===== config.mk =====
export PLATFORM = sky130hd
export DESIGN_NAME = alu_acc_unit
export DESIGN_NICKNAME = d
export VERILOG_FILES = /design/src/rtl/alu_pkg.sv /design/src/rtl/alu8_core.sv /design/src/rtl/alu_acc_unit.sv
export SDC_FILE = /design/constraint.sdc
export NUM_CORES = 1
export LEC_CHECK = 0
export ABC_AREA = 1
export CORE_MARGIN = 1
export CORE_UTILIZATION = 58
export DETAILED_ROUTE_END_ITERATION = 16
export PLACE_DENSITY = 0.82
export SYNTH_ARGS = -nofsm -noshare
export SYNTH_HDL_FRONTEND = slang
export SYNTH_SLANG_ARGS = --single-unit

===== constraint.sdc =====
create_clock -name clk -period 7.55 [get_ports clk]
set_clock_uncertainty 0.05 [all_clocks]
set_input_delay 1.51 -clock clk [delete_from_list [all_inputs] [get_ports clk]]
set_output_delay 1.51 -clock clk [all_outputs]
set_load 0.02 [all_outputs]

===== src/rtl/alu_pkg.sv =====
// Shared definitions for the accumulator execute unit and its ALU core:
// opcodes, flag bit positions and the control FSM encoding.
package alu_pkg;

   // ALU opcodes; bit 2 set marks the logic group (no carry/overflow)
   localparam logic [2:0] OP_ADD  = 3'd0;
   localparam logic [2:0] OP_SUB  = 3'd1;
   localparam logic [2:0] OP_INC  = 3'd2;
   localparam logic [2:0] OP_PASS = 3'd3;
   localparam logic [2:0] OP_AND  = 3'd4;
   localparam logic [2:0] OP_OR   = 3'd5;
   localparam logic [2:0] OP_XOR  = 3'd6;
   localparam logic [2:0] OP_NOT  = 3'd7;

   // Positions inside the {N, Z, C, V} flag vector
   localparam int FLG_N = 3;
   localparam int FLG_Z = 2;
   localparam int FLG_C = 1;
   localparam int FLG_V = 0;

   // Control FSM encoding
   localparam logic [1:0] IDLE = 2'd0;
   localparam logic [1:0] EXEC = 2'd1;
   localparam logic [1:0] RESP = 2'd2;

endpackage


===== src/rtl/alu8_core.sv =====
// Purely combinational ALU: result, raw carry-out and raw signed overflow.
// Flag masking and zero chaining are left to the instantiating unit.
module alu8_core
   import alu_pkg::*;
#(
   parameter int WIDTH = 8
) (
   input  logic [WIDTH-1:0] a,
   input  logic [WIDTH-1:0] b,
   input  logic [2:0]       op,
   input  logic             cin,
   output logic [WIDTH-1:0] y,
   output logic             cout,
   output logic             ovf
);

   logic [WIDTH:0] sum_s;

   // Opcode decode: arithmetic through a WIDTH+1 bit adder, logic ops bitwise
   always_comb begin
      sum_s = '0;
      y     = '0;
      cout  = 1'b0;
      ovf   = 1'b0;
      case (op)
         OP_ADD: begin
            sum_s = {1'b0, a} + {1'b0, b} + {{WIDTH{1'b0}}, cin};
            y     = sum_s[WIDTH-1:0];
            cout  = sum_s[WIDTH];
            ovf   = (a[WIDTH-1] == b[WIDTH-1]) && (y[WIDTH-1] != a[WIDTH-1]);
         end
         OP_SUB: begin
            // Two's-complement subtract; carry-out is the no-borrow indicator
            sum_s = {1'b0, a} + {1'b0, ~b} + {{WIDTH{1'b0}}, cin};
            y     = sum_s[WIDTH-1:0];
            cout  = sum_s[WIDTH];
            ovf   = (a[WIDTH-1] != b[WIDTH-1]) && (y[WIDTH-1] != a[WIDTH-1]);
         end
         OP_INC: begin
            sum_s = {1'b0, a} + {{WIDTH{1'b0}}, 1'b1};
            y     = sum_s[WIDTH-1:0];
            cout  = sum_s[WIDTH];
            ovf   = ~a[WIDTH-1] & y[WIDTH-1];
         end
         OP_PASS: y = a;
         OP_AND:  y = a & b;
         OP_OR:   y = a | b;
         OP_XOR:  y = a ^ b;
         OP_NOT:  y = ~a;
         default: y = a;
      endcase
   end

endmodule


===== src/rtl/alu_acc_unit.sv =====
// Accumulator execute unit: accepts a command, runs it through the ALU core
// against the accumulator, and returns the registered result and NZCV flags.
module alu_acc_unit
   import alu_pkg::*;
#(
   parameter int WIDTH = 8
) (
   input  logic             clk,
   input  logic             rst,
   input  logic             cmd_valid,
   output logic             cmd_ready,
   input  logic [2:0]       cmd_op,
   input  logic             cmd_load,
   input  logic             cmd_chain,
   input  logic [WIDTH-1:0] cmd_data,
   output logic             res_valid,
   input  logic             res_ready,
   output logic [WIDTH-1:0] res_data,
   output logic [3:0]       res_flags
);

   logic [1:0]       state_q, state_d;
   logic [2:0]       op_q, op_d;
   logic             load_q, load_d;
   logic             chain_q, chain_d;
   logic [WIDTH-1:0] data_q, data_d;
   logic [WIDTH-1:0] acc_q, acc_d;
   logic [3:0]       flags_q, flags_d;
   logic             cmd_ready_q, cmd_ready_d;
   logic             res_valid_q, res_valid_d;

   logic [WIDTH-1:0] alu_y_s;
   logic             alu_cout_s;
   logic             alu_ovf_s;
   logic             alu_cin_s;
   logic             arith_s;
   logic             chain_eff_s;
   logic             no_cv_s;
   logic             zero_s;

   // Carry-in: chained ops take stored C; unchained SUB needs +1 for two's complement
   always_comb begin
      arith_s     = (op_q == OP_ADD) || (op_q == OP_SUB);
      chain_eff_s = chain_q & arith_s;
      no_cv_s     = op_q[2] | (op_q == OP_PASS);
      if (chain_eff_s) begin
         alu_cin_s = flags_q[FLG_C];
      end else begin
         alu_cin_s = (op_q == OP_SUB);
      end
   end

   alu8_core #(.WIDTH(WIDTH)) u_core (
      .a    (acc_q),
      .b    (data_q),
      .op   (op_q),
      .cin  (alu_cin_s),
      .y    (alu_y_s),
      .cout (alu_cout_s),
      .ovf  (alu_ovf_s)
   );

   assign zero_s = (alu_y_s == {WIDTH{1'b0}});

   // FSM, command capture and accumulator/flag update
   always_comb begin
      state_d = state_q;
      op_d    = op_q;
      load_d  = load_q;
      chain_d = chain_q;
      data_d  = data_q;
      acc_d   = acc_q;
      flags_d = flags_q;
      case (state_q)
         IDLE: begin
            if (cmd_valid) begin
               state_d = EXEC;
               op_d    = cmd_op;
               load_d  = cmd_load;
               chain_d = cmd_chain;
               data_d  = cmd_data;
            end else begin
               state_d = IDLE;
            end
         end
         EXEC: begin
            state_d = RESP;
            if (load_q) begin
               // Flags deliberately kept so C and Z carry across a byte load
               acc_d = data_q;
            end else begin
               acc_d          = alu_y_s;
               flags_d[FLG_N] = alu_y_s[WIDTH-1];
               flags_d[FLG_Z] = chain_eff_s ? (flags_q[FLG_Z] & zero_s) : zero_s;
               flags_d[FLG_C] = no_cv_s ? 1'b0 : alu_cout_s;
               flags_d[FLG_V] = no_cv_s ? 1'b0 : alu_ovf_s;
            end
         end
         RESP: begin
            if (res_ready) begin
               state_d = IDLE;
            end else begin
               state_d = RESP;
            end
         end
         default: state_d = IDLE;
      endcase
      cmd_ready_d = (state_d == IDLE);
      res_valid_d = (state_d == RESP);
   end

   // State and datapath registers; reset aborts any command in flight
   always_ff @(posedge clk or posedge rst) begin
      if (rst) begin
         state_q     <= IDLE;
         op_q        <= 3'd0;
         load_q      <= 1'b0;
         chain_q     <= 1'b0;
         data_q      <= {WIDTH{1'b0}};
         acc_q       <= {WIDTH{1'b0}};
         flags_q     <= 4'd0;
         cmd_ready_q <= 1'b1;
         res_valid_q <= 1'b0;
      end else begin
         state_q     <= state_d;
         op_q        <= op_d;
         load_q      <= load_d;
         chain_q     <= chain_d;
         data_q      <= data_d;
         acc_q       <= acc_d;
         flags_q     <= flags_d;
         cmd_ready_q <= cmd_ready_d;
         res_valid_q <= res_valid_d;
      end
   end

   assign cmd_ready = cmd_ready_q;
   assign res_valid = res_valid_q;
   assign res_data  = acc_q;
   assign res_flags = flags_q;

endmodule


==> results.md, run 1 <==
* Post-synth EDFFs at 0
* Synth Flop Type: dfrtp_1
* Stages on worst setup path at 1
* First drt pass iteration count at 6
* Fraction of layout cells with a size suffix above 1 at 5.19%
* Clock latency on the worst-skew pair at 0.29 ns
* Root buf cell: clkbuf_8
* Rel. slew slack at roughly a quarter
* Starting Density at 60.4%
* Leakage at around 1.6 nW
* Diode count at 0
* Gate Count Post-Synth at between 400 and 500
* Seq/Total Area, Yosys at 25.3%
* CP Buf/Inv Count at 1
* Pwr Density at between 500 and 600 nW/um^2
* CTS buffer count at 5
* Cell count of the worst reg-to-reg path at 16
* Synth area leaders: dfrtp_1, nand2_1, ha_1
* Total Nets Final at 507
* Clock transition at the registers of the reported paths at 0.07 ns
* Initial antenna violation count at 0
* Slew of the pin with the lowest slew margin at 1.15 ns
* Setup crit end: res_data[1]
* CTS Buffer Depth at 2
* Crit Path Class: flip-flop to output port
* Post-route DRC at 0
* Post-layout min period at 3.17 ns
* GRT met3 Usage at 7.36%
* Die Area at 5230 sq um
* Fin Hold WS at 0.436 ns
* Fin worst setup slack at 4.38 ns
* Hold/Removal Path Class: flip-flop to flip-flop
* Routed vias/inst at 5.79
* Pin count of the biggest net entering global routing at 30
* Status: completed
* Core region area at 4750 sq um
* Die X at 72.3 um
* Post-DP Area at 3150 sq um
* Final period util at 42.0%
* WL/cell at around 16 um
* Area leader, netlist: dfrtp_1
* Top-level port count at 31
* First-pass GRT wire length at around 14000 um
* Syn-to-layout area delta at 13.9%
* Fin area at 3270 sq um
* GR Layer Usage met1 at 50.4%
* Peak VDD IR at 295 uV
* Syn nets at 486
* Final core utilization at 68.8%
* Setup TNS at 0 ns
* CP max stage cell: clkdlybuf4s50_1
* CTS Hold Buffers Added at 0
* Worst path arrival time at 1.61 ns
* Peak Freq at 0.316 GHz
* Layout filler cell count at roughly 460
* Post_cts resized at 0
* Max-cap viol count at 0
* DP Worst Slack at 4.47 ns
* Initial DRC Count at 334
* Yosys top cell area share at 24.4%
* Final ANT Viol Nets at 0
* Design Power at around 1.6 mW
* Met2 Resource Use GR at between 40 and 50%
* Die height at 72.3 um
* CP startpoint: res_data[1]
* Startpoint Class: flip-flop
* Synthesized flop and latch total at 29
* Vias at 3062
* R2r startpoint: op_q[2]
* Inst Count DP at 521
* CTS sink count at 29
* Unrepaired setup endpoints after global routing: false
* Warnings from Yosys at 0
* CTS tree: yes
* Final Wtd Congestion at 0.970
* Crit path max fanout at 11
* Count of cell types in the netlist at 33
* CTS HTree Levels at 2
* Slowest stage delay, CP at 0.69 ns
* IO Port Bufs at 30
* Avg Cell Area, Syn at 6.52 sq um
* Slew Limit Fails at 0
* Setup slack, reg-to-reg at 4.42 ns
* Critical path cell sequence: clkdlybuf4s50_1
* Global Route Usage Sum at around 34%
* WL final at 8280 um
* Hold Violations, Final at 0
* Setup violations, final at 0
* Hpwl dp at approximately 6400 um
* Asr flop ratio synth at 100%
* Remaining global-route overflow at 0
* Grt peak-use layer: met1
* CP endpoint kind: output port
* Postcts setup bufs at 0
* Site Rows at 25
* Post-Layout Cell Count at 529
* Number of global-route vias before repair at roughly 2.8k
* Delay-heaviest family, CP: buffers and inverters
* Worst EP required at ~6.0 ns
* Mapped Area at ~2900 sq um
* R2r endpoint: res_flags[2]
synthesized netlist by cell type (6+ instances only):
cell	count
inv_1	53
a21oi_1	15
o21ai_0	28
nand3_1	53
dfrtp_1	28
nand2_1	119
nor2_1	43
nand4_1	21
ha_1	25
buf_2	6
where the power goes:
part           switching, mW  internal, mW
Combinational          0.722         0.375
Clock                 0.0623         0.107
Sequential             0.148         0.227
Total                  0.932         0.709
state kept, by name (all words and copies together), names as in the netlist:
| signal | flops |
|---|---|
| chain_q | 1 |
| cmd_ready | 1 |
| data_q | 8 |
| load_q | 1 |
| op_q | 3 |
| res_data | 8 |
| res_flags | 4 |
| res_valid | 1 |
| state_q | 2 |
cell usage in the layout, fill, tap and decap left out:
master             n
xor2_1             3
nand2_2            2
clkbuf_8           6
inv_2              4
nand2_1          119
ha_1              25
and2_1             1
nand4_1           21
o21ai_1            2
nor2_2             4
nor3_1             2
o31ai_1            1
inv_1             53
o21ai_0           28
nor2_1            43
bufinv_16          1
o211ai_1           2
nor2_4             2
clkdlybuf4s50_1   30
a21boi_1           1
o21bai_1           1
clkbuf_1           1
clkinv_1           1
dfstp_2            1
dfrtp_1           28
nand3_1           53
a21oi_1           15
a21oi_2            2
o22ai_1            3
fa_1               4
or2_2              1
o311ai_0           1
nand3_2            1
logic make-up (layout without fill, tap and decap cells):
group | Yosys count | after routing | synth area share (%)
AOI/OAI and AO/OA | 56 | 56 | 10.7
xor gates and xnor gates | 3 | 3 | 0.916
adders and majority gates | 29 | 29 | 13.7
buffers and inverters | 74 | 96 | 11.1
DFF | 29 | 29 | 25.3
and+or+nand+nor | 249 | 249 | 38.2
worst min-delay path by stage:
stage	start	endpoint	slack (ns)	depth (start not counted)
3_5_place_dp	res_flags[3]	res_flags[3]	0.42	2
3_3_place_gp	res_flags[0]	res_flags[0]	0.42	2
4_1_cts	res_flags[0]	res_flags[0]	0.44	2
6_report	res_flags[0]	res_flags[0]	0.44	2
2_1_floorplan	chain_q	chain_q	0.44	2
5_1_grt	res_flags[0]	res_flags[0]	0.48	2
final cells by class:
cell class | count | area (sq um) | share of cell area (%)
clock buffers | 7 | 86.3 | 2.64
clock inverters | 1 | 30.0 | 0.918
inverters | 58 | 218 | 6.66
multi-input cells | 337 | 1820 | 55.8
flip-flops and latches | 29 | 727 | 22.2
well taps | 67 | 83.8 | 2.56
repair buffers | 30 | 300 | 9.18
routing by layer:
metal / vias to the layer above / share of wire, %
li1: 1474 / -
met2: 184 / 44
met5: - / 0
met3: 17 / 10
met1: 1387 / 43
met4: 0 / 2.2
(Power assumes the default switching activity.)
==> inputs of run 2 (changes only) <==
clock period = 3 ns   (was 7.55 ns; I/O delays follow)
==> results.md, run 2 (same netlist as run 1, synthesis figures left out) <==
* CP Buf/Inv Count at 3 (+2)
* Number of global-route vias before repair at 2868 (+3.3%)
* Hold/Removal Path Class: flip-flop to flip-flop
* Diode count at 0 (unchanged)
* Startpoint Class: flip-flop
* Initial DRC Count at 360 (+7.8%)
* CTS buffer count at 5 (unchanged)
* Hpwl dp at 6290 um (-1.1%)
* CTS Buffer Depth at 2 (unchanged)
* Clock latency on the worst-skew pair at 0.29 ns (about the same)
* Fin Hold WS at 0.434 ns (-0.00220 ns)
* Starting Density at 60.4% (unchanged)
* Final ANT Viol Nets at 0 (unchanged)
* Critical path cell sequence: nor2_4 > nand2_2 > o21ai_0 > inv_1 > fa_1 > inv_1 > fa_1 > inv_1 > nor2_1 > nor2_1 > nand3_1 > nor2_1 > nand2_1 > nor2_1 > nand3_1 > nand2_1
* First drt pass iteration count at 5 (-1)
* Final core utilization at 69.2% (+0.47 points)
* Die height at 72.3 um (unchanged)
* Initial antenna violation count at 0 (unchanged)
* Worst EP required at 3.18 ns (-2.81 ns)
* Die Area at 5230 sq um (unchanged)
* First-pass GRT wire length at 13800 um (+1.4%)
* Peak VDD IR at 643 uV (+120%)
* Post-DP Area at 3210 sq um (+1.7%)
* Inst Count DP at 528 (+1.3%)
* Hold Violations, Final at 0 (unchanged)
* Final period util at 86.4%
* Setup violations, final at 0 (unchanged)
* IO Port Bufs at 30 (unchanged)
* CTS Hold Buffers Added at 0 (unchanged)
* Post-route DRC at 0 (unchanged)
* Rel. slew slack at 59.9% (+36 points)
* Total Nets Final at 514 (+1.4%)
* WL final at 8330 um (+0.66%)
* Post-Layout Cell Count at 536 (+1.3%)
* Syn-to-layout area delta at 14.7%
* Leakage at 1.66 nW (+1.2%)
* Crit path max fanout at 4 (-7)
* Dominant cell type by count on the critical path: nor2_1
* Slowest stage delay, CP at 0.42 ns (-0.27 ns)
* Core region area at 4750 sq um (unchanged)
* Top-level port count at 31 (unchanged)
* Peak Freq at 0.386 GHz
* Delay-heaviest family, CP: adder cells
* Remaining global-route overflow at 0 (unchanged)
* Slew Limit Fails at 0 (unchanged)
* CP endpoint kind: flip-flop
* WL/cell at 15.5 um (-0.65%)
* Final Wtd Congestion at 0.959 (-1.1%)
* Status: completed
* CTS tree: yes
* Pwr Density at 1240 nW/um^2 (+150%)
* Clock transition at the registers of the reported paths at 0.07 ns (about the same)
* Worst path arrival time at 2.77 ns (+1.16 ns)
* Layout filler cell count at 446 (-2.6%)
* Design Power at 4.07 mW (+150%)
* CP max stage cell: fa_1
* CTS sink count at 29 (unchanged)
* Most frequent cells in the layout: nand2_1, inv_1, nand3_1
* Post_cts resized at 0 (unchanged)
* Root buf cell: clkbuf_8
* Crit Path Class: flip-flop to flip-flop
* Most common cell after layout, fill and taps aside: nand2_1
* Routed vias/inst at 5.73 (-0.98%)
* Fin worst setup slack at 0.408 ns (-3.97 ns)
* Postcts setup bufs at 0 (unchanged)
* Setup TNS at 0 ns (unchanged)
* Post-layout min period at 2.59 ns
* Die X at 72.3 um (unchanged)
* Vias at 3072 (+0.33%)
* Fraction of layout cells with a size suffix above 1 at 6.82% (+1.6 points)
* Unrepaired setup endpoints after global routing: false
* Fin area at 3290 sq um (+0.69%)
* Global Route Usage Sum at 34.9% (+0.38 points)
* Slew of the pin with the lowest slew margin at 0.598 ns (-0.549 ns)
* Pin count of the biggest net entering global routing at 30 (unchanged)
* CTS HTree Levels at 2 (unchanged)
* Max-cap viol count at 0 (unchanged)
* Site Rows at 25 (unchanged)
* DP Worst Slack at 0.451 ns (-4.01 ns)
run 2: metal layers:
metal | global-route usage [%] | part of all wire [%]
met1 | 45.7 | 43
met2 | 55.0 | 45
met3 | 9.86 | 10
met4 | 12.4 | 2.2
met5 | 0 | 0
run 2: path summary, 6_finish.rpt:
path	from	to	slack, ns	cells past startpoint
max	op_q[1]	res_flags[2]	0.41	16
min	res_flags[0]	res_flags[0]	0.43	2
max reg2reg	op_q[1]	res_flags[2]	0.41	16
min reg2reg	res_flags[0]	res_flags[0]	0.43	2
max in group asynchronous	rst	cmd_ready	1.91	3
min in group asynchronous	rst	res_data[0]	0.65	3
run 2: worst register-to-register path, cell delays in order, from the launching register on:
cell and delay [ns]:
dfrtp_1 0.40, nor2_4 0.15, nand2_2 0.06, o21ai_0 0.14
inv_1 0.10, fa_1 0.41, inv_1 0.13, fa_1 0.42
inv_1 0.06, nor2_1 0.04, nor2_1 0.09, nand3_1 0.08
nor2_1 0.09, nand2_1 0.08, nor2_1 0.09, nand3_1 0.08
nand2_1 0.06
run 2: power by group:
| part | total (mW) | switching [mW] | leakage (nW) | internal (mW) |
|---|---|---|---|---|
| clock | 0.333 | 0.173 | 0.0439 | 0.160 |
| sequential | 0.815 | 0.241 | 0.364 | 0.574 |
| combinational | 2.92 | 1.93 | 1.25 | 0.986 |
| total | 4.07 | 2.35 | 1.66 | 1.72 |
run 2: cell type report:
type	count	area, sq um	area share (%)
Timing Repair Buffer	37	353	10.7
Sequential cell	29	727	22.1
Multi-Input combinational cell	337	1820	55.4
Clock inverter	3	17.5	0.532
Clock buffer	5	68.8	2.09
Tap cell	67	83.8	2.55
Inverter	58	218	6.61
==> inputs of run 3 (changes only) <==
ABC_CLOCK_PERIOD_IN_PS = 3000   (was default)
==> results of run 3 <==
Same layout as run 2: the final DEF is identical, and so are final timing and power.
